### config.mk
export PLATFORM = sky130hd
export DESIGN_NAME = unidade_de_busca
export DESIGN_NICKNAME = d
export VERILOG_FILES = /design/src/rtl/unidade_de_busca_pkg.sv /design/src/rtl/unidade_de_busca.sv
export SDC_FILE = /design/constraint.sdc
export NUM_CORES = 1
export LEC_CHECK = 0
export CAP_MARGIN = 20
export CORE_MARGIN = 2
export CORE_UTILIZATION = 45
export DETAILED_ROUTE_END_ITERATION = 8
export HOLD_SLACK_MARGIN = 0.05
export PLACE_DENSITY = 0.87
export RECOVER_POWER = 50
export SYNTH_ARGS = -nofsm -noshare
export SYNTH_HDL_FRONTEND = slang
export SYNTH_SLANG_ARGS = --single-unit
### constraint.sdc
create_clock -name clock -period 2.3 [get_ports clock]
set_input_delay 0.46 -clock clock [delete_from_list [all_inputs] [get_ports clock]]
set_output_delay 0.46 -clock clock [all_outputs]
set_load 0.01 [all_outputs]
### src/rtl/unidade_de_busca_pkg.sv
`default_nettype none
// ============================================================================
//  Module      : unidade_de_busca_pkg
//  Description : Shared ISA constants, instruction field positions and the
//                fetch-stage state encoding.
//  Revision    : 1.0 - initial release
// ============================================================================
package unidade_de_busca_pkg;

    // Instruction field positions
    localparam int c_OPCODE_MSB = 31;
    localparam int c_OPCODE_LSB = 27;
    localparam int c_REG_MSB    = 26;
    localparam int c_REG_LSB    = 22;

    // ISA opcodes
    localparam logic [4:0] c_OP_NOP    = 5'd0;
    localparam logic [4:0] c_OP_ADD    = 5'd1;
    localparam logic [4:0] c_OP_SUB    = 5'd2;
    localparam logic [4:0] c_OP_AND    = 5'd3;
    localparam logic [4:0] c_OP_OR     = 5'd4;
    localparam logic [4:0] c_OP_XOR    = 5'd5;
    localparam logic [4:0] c_OP_LOAD   = 5'd8;
    localparam logic [4:0] c_OP_STORE  = 5'd9;
    localparam logic [4:0] c_OP_JMP    = 5'd16;
    localparam logic [4:0] c_OP_BEQ    = 5'd17;
    localparam logic [4:0] c_OPCODE_HLT = 5'd18;

    // Fetch-stage states
    typedef enum logic [1:0] {
        INICIO = 2'd0,
        BUSCA  = 2'd1,
        PARADO = 2'd2
    } estado_t;

    // Extract the opcode field of an instruction word
    function automatic logic [4:0] opcode_de(input logic [31:0] palavra);
        return palavra[c_OPCODE_MSB:c_OPCODE_LSB];
    endfunction

endpackage
`default_nettype wire

### src/rtl/unidade_de_busca.sv
`default_nettype none
// ============================================================================
//  Module      : unidade_de_busca
//  Description : Instruction fetch stage. Owns the PC, drives the instruction
//                memory address, captures returned words into an instruction
//                register with a valid/ready handshake to decode, accepts
//                branch redirects and halts on a hlt opcode.
//  Revision    : 1.0 - initial release
// ============================================================================
module unidade_de_busca
    import unidade_de_busca_pkg::*;
#(
    parameter int                     LARGURA_END = 32,
    parameter logic [LARGURA_END-1:0] PC_INICIAL  = {{(LARGURA_END-1){1'b0}}, 1'b1},
    parameter logic [4:0]             OPCODE_HLT  = c_OPCODE_HLT
) (
    input  logic                   clock,
    input  logic                   reset,
    output logic [LARGURA_END-1:0] endereco,
    input  logic [31:0]            instrucao_mem,
    output logic [31:0]            instrucao,
    output logic [LARGURA_END-1:0] pc_atual,
    output logic                   valido,
    input  logic                   pronto,
    input  logic                   desvio,
    input  logic [LARGURA_END-1:0] alvo_desvio,
    output logic                   parado
);

    localparam logic [LARGURA_END-1:0] c_UM = {{(LARGURA_END-1){1'b0}}, 1'b1};

    estado_t                r_estado;
    logic [LARGURA_END-1:0] r_pc;
    logic [31:0]            r_instrucao;
    logic [LARGURA_END-1:0] r_pc_atual;
    logic                   r_valido;

    estado_t                w_prox_estado;
    logic [LARGURA_END-1:0] w_prox_pc;
    logic [31:0]            w_prox_instrucao;
    logic [LARGURA_END-1:0] w_prox_pc_atual;
    logic                   w_prox_valido;
    logic                   w_eh_hlt;

    assign w_eh_hlt = (opcode_de(instrucao_mem) == OPCODE_HLT);

    // State, PC and instruction register update
    always_ff @(posedge clock) begin
        if (reset) begin
            r_estado    <= INICIO;
            r_pc        <= PC_INICIAL;
            r_instrucao <= 32'd0;
            r_pc_atual  <= '0;
            r_valido    <= 1'b0;
        end else begin
            r_estado    <= w_prox_estado;
            r_pc        <= w_prox_pc;
            r_instrucao <= w_prox_instrucao;
            r_pc_atual  <= w_prox_pc_atual;
            r_valido    <= w_prox_valido;
        end
    end

    // Next-state and datapath decisions; redirect outranks capture and halt
    always_comb begin
        w_prox_estado    = r_estado;
        w_prox_pc        = r_pc;
        w_prox_instrucao = r_instrucao;
        w_prox_pc_atual  = r_pc_atual;
        w_prox_valido    = r_valido;
        case (r_estado)
            INICIO: begin
                // Memory initialises on the first clock; redirects are ignored here
                w_prox_estado = BUSCA;
            end
            BUSCA: begin
                if (desvio) begin
                    w_prox_pc     = alvo_desvio;
                    w_prox_valido = 1'b0;
                end else if (!r_valido || pronto) begin
                    w_prox_instrucao = instrucao_mem;
                    w_prox_pc_atual  = r_pc;
                    w_prox_valido    = 1'b1;
                    if (w_eh_hlt) begin
                        // PC stays on the hlt so a later reset/redirect is the only exit
                        w_prox_estado = PARADO;
                    end else begin
                        w_prox_pc = r_pc + c_UM;
                    end
                end
            end
            PARADO: begin
                if (desvio) begin
                    // Branch is older than the hlt, so it cancels the halt
                    w_prox_pc     = alvo_desvio;
                    w_prox_valido = 1'b0;
                    w_prox_estado = BUSCA;
                end else if (pronto) begin
                    w_prox_valido = 1'b0;
                end
            end
            default: begin
                w_prox_estado = INICIO;
            end
        endcase
    end

    assign endereco  = r_pc;
    assign instrucao = r_instrucao;
    assign pc_atual  = r_pc_atual;
    assign valido    = r_valido;
    assign parado    = (r_estado == PARADO);

endmodule
`default_nettype wire

==> flow_summary.toml, run 1 <==
[status]
status = "complete, no violations"

[grt]
gr-total-overflow = 0
antenna_found_initial = 0
grt_pass1_wl_um = 23450
grtUsageTotal_pct = 26.21
grt_max_degree = 92
grt_pass1_vias = 4777

[cells_and_area]
antennaDiodeCount = 0
post-route-util_pct = 68.56
layout-area-overhead-vs-synth_pct = 48.00
register_area_um2 = 1982
multi_input_area_um2 = 2306
final_cells = 896
drive_above_1_share_pct = 8.388
nFillCells = 806
final_nets = 827

[flow_run]
drv_cap = 0

[timing]
worst_pin_slew_ps = 636.7
relSlewSlack_pct = 57.55
drv_slew = 0
skew_ps = 12.63
hold_slack_ps = 452.4
finalSetupViolations = 0
finalHoldViolCount = 0
tns_ps = 0
rsz0062_at_grt = "no"
fin_crit_sh_pct = 94.48
fmax_mhz = 460.2
fin_crit_ps = 2173
finalWorstSetupSlack_ps = 127.0

[worst_setup_path]
worstPathRequired_ps = 2570
startpoint = "endereco[0]$_SDFFE_PP1P_"
worst-r2r-cell-count = 7
reg2reg_slack_ps = 130
slowest_stage = "dfxtp_1"
reg2reg_from = "endereco[0]$_SDFFE_PP1P_"
worstSetupPathType = "flip-flop to flip-flop"
crit_path_max_incr_delay_ps = 490
cp-end-kind = "flip-flop"
critical_path_arrival_ps = 2440
crit_fanout = 8
reg2reg_to = "endereco[14]$_SDFFE_PP0P_"
worstPathCellList = "ha_1, nand4_1, nor3_2, buf_4, a31o_2, a21oi_1, a211oi_1"
start_kind = "flip-flop"

[clock_tree]
cts_buffer_depth = 2
cts.reportedPaths.clkPinSlew_ps = 90
clock_latency_ps = 370
cts_tree = "done"
postCtsResizedCells = 0
cts_inserted_buffers = 9
cts_hold_buf = 0
cts_root_buf = "clkbuf_8"
post_cts_buffers = 0
clock-sinks = 99
h-tree-depth = 3

[detailed_routing]
drt-total-wl_um = 14630
avgRoutedWirePerCell_um = 16.33
drt_iter0_markers = 421
ant_nets = 0
dr_total_vias = 5105
firstDrtPassIters = 5
drcViolationCount = 0
routed_via_density = 5.698

[die]
fp.dieArea_um2 = 10830
initial_utilization_pct = 46.32
rows = 36
die_height_um = 104.1
io_pins = 166
core_um2 = 9729
fp.dieW_um = 104.1

[pwr]
p_comb_share_pct = 18.3
switching_share_pct = 26.67
p_seq_share_pct = 48.7
p_per_area_nw_per_um2 = 578.4
netSwitchingPower_mw = 1.029
vdd_drop_max_v = 0.0002875
p_clk_share_pct = 33.0
p_leak_nw = 2.596
p_int_mw = 2.829

[worst_hold_path]
hold_path.startpoint = "pc_atual[18]$_SDFFE_PP0P_"
hp-class = "flip-flop to flip-flop"
min_to = "pc_atual[18]$_SDFFE_PP0P_"
hold_depth = 2

[yosys]
synth_most_common_cell = "nand2_1"
synth_cell_type_count = 55
syn_inst = 595
synth_area_um2 = 4507
postSynthAreaPerCell_um2 = 7.574
synth_area_leader_cell = "dfxtp_1"
ys_top_cells_by_area = "dfxtp_1 44%, nand2_1 13%, a21oi_1 9.8%, o21ai_0 3.1%, clkbuf_1 2.4%"
synth-edff-count = 0
syn_nets = 664
yosysSeqAreaShare_pct = 43.98
async_flop_share_pct = 0
netlist.area_leader.share_pct = 43.98
netlist_top_cells_count = "156 x nand2_1, 99 x dfxtp_1, 88 x a21oi_1"
ys_ff_latch = 99
ys_warn_count = 0
synthFlopType = "dfxtp_1"

[place]
post-dp-hpwl_um = 10340
dp.cells = 880
io_buffer_count = 165
place_ws_ps = -85.22
gp_congestion = 0.9072
stage by stage:
stage	area, um^2	power (mW)
3_3_place_gp	6464	2.621
4_1_cts	6691	3.902
2_1_floorplan	4507	2.223
5_1_grt	6670	3.999
3_5_place_dp	6464	2.651
6_report	6670	3.858
metal layers:
metal  wire length (um)  GRT usage, %
met5                  0             0
met4                332         9.266
met2               7146         44.69
met3               1093         4.637
met1               6061         33.33
critical path: cells and delay by family (launching register included):
family	cells	cell delay (ps)
and+or+nand+nor	2	610
DFF	1	490
AOI/OAI and AO/OA	3	450
adders and majority gates	1	300
buffers and inverters	1	230
kinds of logic (layout without fill, tap and decap cells):
group	Yosys count	count (layout)	share of synthesized area, %
AND/OR/NAND/NOR	268	268	27.82
AO/OA/AOI/OAI	172	172	22.85
flip-flops	99	99	43.98
buffers and inverters	55	223	5.081
adder cells (fa/ha/maj)	1	1	0.2776
power groups by stage:
| stage | logic [mW] | registers, mW | clock network, mW |
|---|---|---|---|
| final | 0.707 | 1.88 | 1.27 |
| after global placement | 0.708 | 1.91 | 0 |
| after global routing | 0.762 | 1.89 | 1.35 |
| after detailed placement | 0.731 | 1.92 | 0 |
| after floorplan | 0.273 | 1.95 | 0 |
| after CTS | 0.735 | 1.88 | 1.29 |
cell usage in the layout (no fill, tap or decap), types with 11 or more instances in the layout:
cell type	synthesis	layout
a21oi_1	88	88
buf_4	0	27
clkbuf_8	0	11
clkdlybuf4s50_1	0	77
dfxtp_1	99	99
dlygate4sd3_1	0	87
nand2_1	156	156
nand4_1	16	16
nor2_1	29	28
nor3_1	16	16
o21ai_0	28	28
sequential cells by signal, summed over array words and instances (netlist names):
register	cells
endereco	32
instrucao	32
pc_atual	32
r_estado	2
valido	1
area by class of cell:
class,count,area share [%]
multi-input combinational,441,34.57
sequential,99,29.71
timing repair buffer,199,29.36
tap,133,2.495
clock buffer,12,2.326
clock inverter,4,1.088
inverter,8,0.4502
how the worst max path moves through the flow:
stage	endpoint	slack [ps]	cells after the start
CTS	parado	10	2
floorplan	endereco[29]$_SDFFE_PP0P_	330	7
detailed placement	endereco[0]$_SDFFE_PP1P_	-90	8
global route	instrucao[26]$_SDFFE_PP0P_	30	6
finish	endereco[14]$_SDFFE_PP0P_	130	7
global placement	endereco[23]$_SDFFE_PP0P_	-70	8
Power figures use the tool's default switching activity.
==> run 2: changes to the inputs <==
- CORE_MARGIN: 2 -> not set
==> flow_summary.toml, run 2 (same netlist as run 1, synthesis figures left out) <==
[status]
status = "complete, no violations"

[timing]
finalSetupViolations = 0
rsz0062_at_grt = "no"
tns_ps = 0
finalHoldViolCount = 0
fmax_mhz = 473.1
relSlewSlack_pct = 69.04
fin_crit_sh_pct = 91.90
fin_crit_ps = 2114
worst_pin_slew_ps = 464.4
drv_slew = 0
skew_ps = 9.671

[worst_setup_path]
worstSetupPathType = "flip-flop to output port"
crit_fanout = 8
worst-r2r-cell-count = 5
reg2reg_to = "endereco[29]$_SDFFE_PP0P_"
start_kind = "flip-flop"
critical_path_arrival_ps = 1650
cp-end-kind = "output port"
reg2reg_from = "endereco[4]$_SDFFE_PP0P_"
worstPathRequired_ps = 1840
reg2reg_slack_ps = 200

[die]
die_height_um = 102.1
rows = 36
fp.dieArea_um2 = 10420
fp.dieW_um = 102.1
core_um2 = 9729
io_pins = 166
initial_utilization_pct = 46.32

[place]
gp_congestion = 0.8882
post-dp-hpwl_um = 10120
io_buffer_count = 165

[cells_and_area]
post-route-util_pct = 67.89
layout-area-overhead-vs-synth_pct = 46.56
mostFrequentLayoutCells = "156 x nand2_1, 98 x dfxtp_1, 96 x clkdlybuf4s50_1"
drive_above_1_share_pct = 8.158
antennaDiodeCount = 0
layout_commonest_cell = "nand2_1"
nFillCells = 770
register_area_um2 = 1983
final_nets = 825
multi_input_area_um2 = 2311

[clock_tree]
cts.reportedPaths.clkPinSlew_ps = 90
post_cts_buffers = 0
h-tree-depth = 3
clock-sinks = 99
cts_tree = "done"
cts_buffer_depth = 2
clock_latency_ps = 370
cts_root_buf = "clkbuf_8"
cts_inserted_buffers = 9

[flow_run]
drv_cap = 0

[detailed_routing]
firstDrtPassIters = 5
ant_nets = 0
avgRoutedWirePerCell_um = 15.79
drt_iter0_markers = 264
routed_via_density = 5.601
drcViolationCount = 0
dr_total_vias = 5002
drt-total-wl_um = 14100

[grt]
grtUsageTotal_pct = 27.07
grt_pass1_wl_um = 22220
grt_max_degree = 92
antenna_found_initial = 0
grt_pass1_vias = 4640
gr-total-overflow = 0

[pwr]
vdd_drop_max_v = 0.0002748
p_leak_nw = 2.501
p_per_area_nw_per_um2 = 543.6

[worst_hold_path]
hold_depth = 2
min_to = "instrucao[14]$_SDFFE_PP0P_"
hp-class = "flip-flop to flip-flop"
hold_path.startpoint = "instrucao[14]$_SDFFE_PP0P_"
## run 2: cell types whose count changed in the layout (fill, tap and decap cells not counted), sizes merged
cell and delta:
buf -2, clkdlybuf4s50 +19, dlygate4sd3 -19, clkbuf -2
bufinv -2, inv +1, clkinvlp +2
## run 2: per-stage QoR
stage,hold WS [ps],area (um^2),setup WS [ps],power [mW],std cells
global placement,442.0,6449,-66.21,2.620,878
floorplan,480.5,4507,328.3,2.223,595
global route,473.9,6605,113.6,3.753,893
detailed placement,445.9,6449,-72.23,2.646,878
finish,455.4,6605,186.3,3.591,893
CTS,459.4,6619,59.82,3.637,893
## run 2: cell type report
class                           instances  share of cell area [%]
Multi-Input combinational cell        441                   34.99
Sequential cell                        99                   30.02
Timing Repair Buffer                  197                   29.48
Tap cell                              133                   2.519
Clock buffer                           10                   1.932
Clock inverter                          5                  0.6062
Inverter                                8                  0.4546
## run 2: worst max-delay path by stage
stage                                   from                   endpoint  slack [ps]  cells past startpoint
floorplan           endereco[2]$_SDFFE_PP0P_  endereco[29]$_SDFFE_PP0P_         330                      7
global placement           instrucao_mem[27]  endereco[28]$_SDFFE_PP0P_         -70                      8
detailed placement         instrucao_mem[28]   endereco[0]$_SDFFE_PP1P_         -70                      8
CTS                 r_estado[1]$_SDFFE_PP0P_                     parado          60                      2
global route        r_estado[1]$_SDFFE_PP0P_                     parado         110                      2
finish              r_estado[1]$_SDFFE_PP0P_                     parado         190                      2
## run 2: power by group
group	switching (mW)	internal [mW]	total (mW)
Clock	0.609	0.393	1.00
Sequential	0.0832	1.80	1.88
Combinational	0.340	0.368	0.708
## run 2: timing repair
item / in CTS / in global routing
gates resized for setup: 1 / 1
pin swaps: 0 / 0
hold buffers: 0 / 0
gates cloned: 0 / 0
setup endpoints to repair: 1 / 1
## run 2: layer usage
layer | up-vias | routed length (um) | global-route usage (%)
li1 | 2412 | - | -
met1 | 2330 | 5829 | 32.97
met2 | 228 | 6709 | 45.28
met3 | 32 | 1216 | 6.430
met4 | 0 | 342 | 12.42
met5 | - | 0 | 0
## run 2: critical path: stages (launching register included)
cell and delay (ps):
dfxtp_2 410, nor2b_2 280, clkdlybuf4s50_1 590
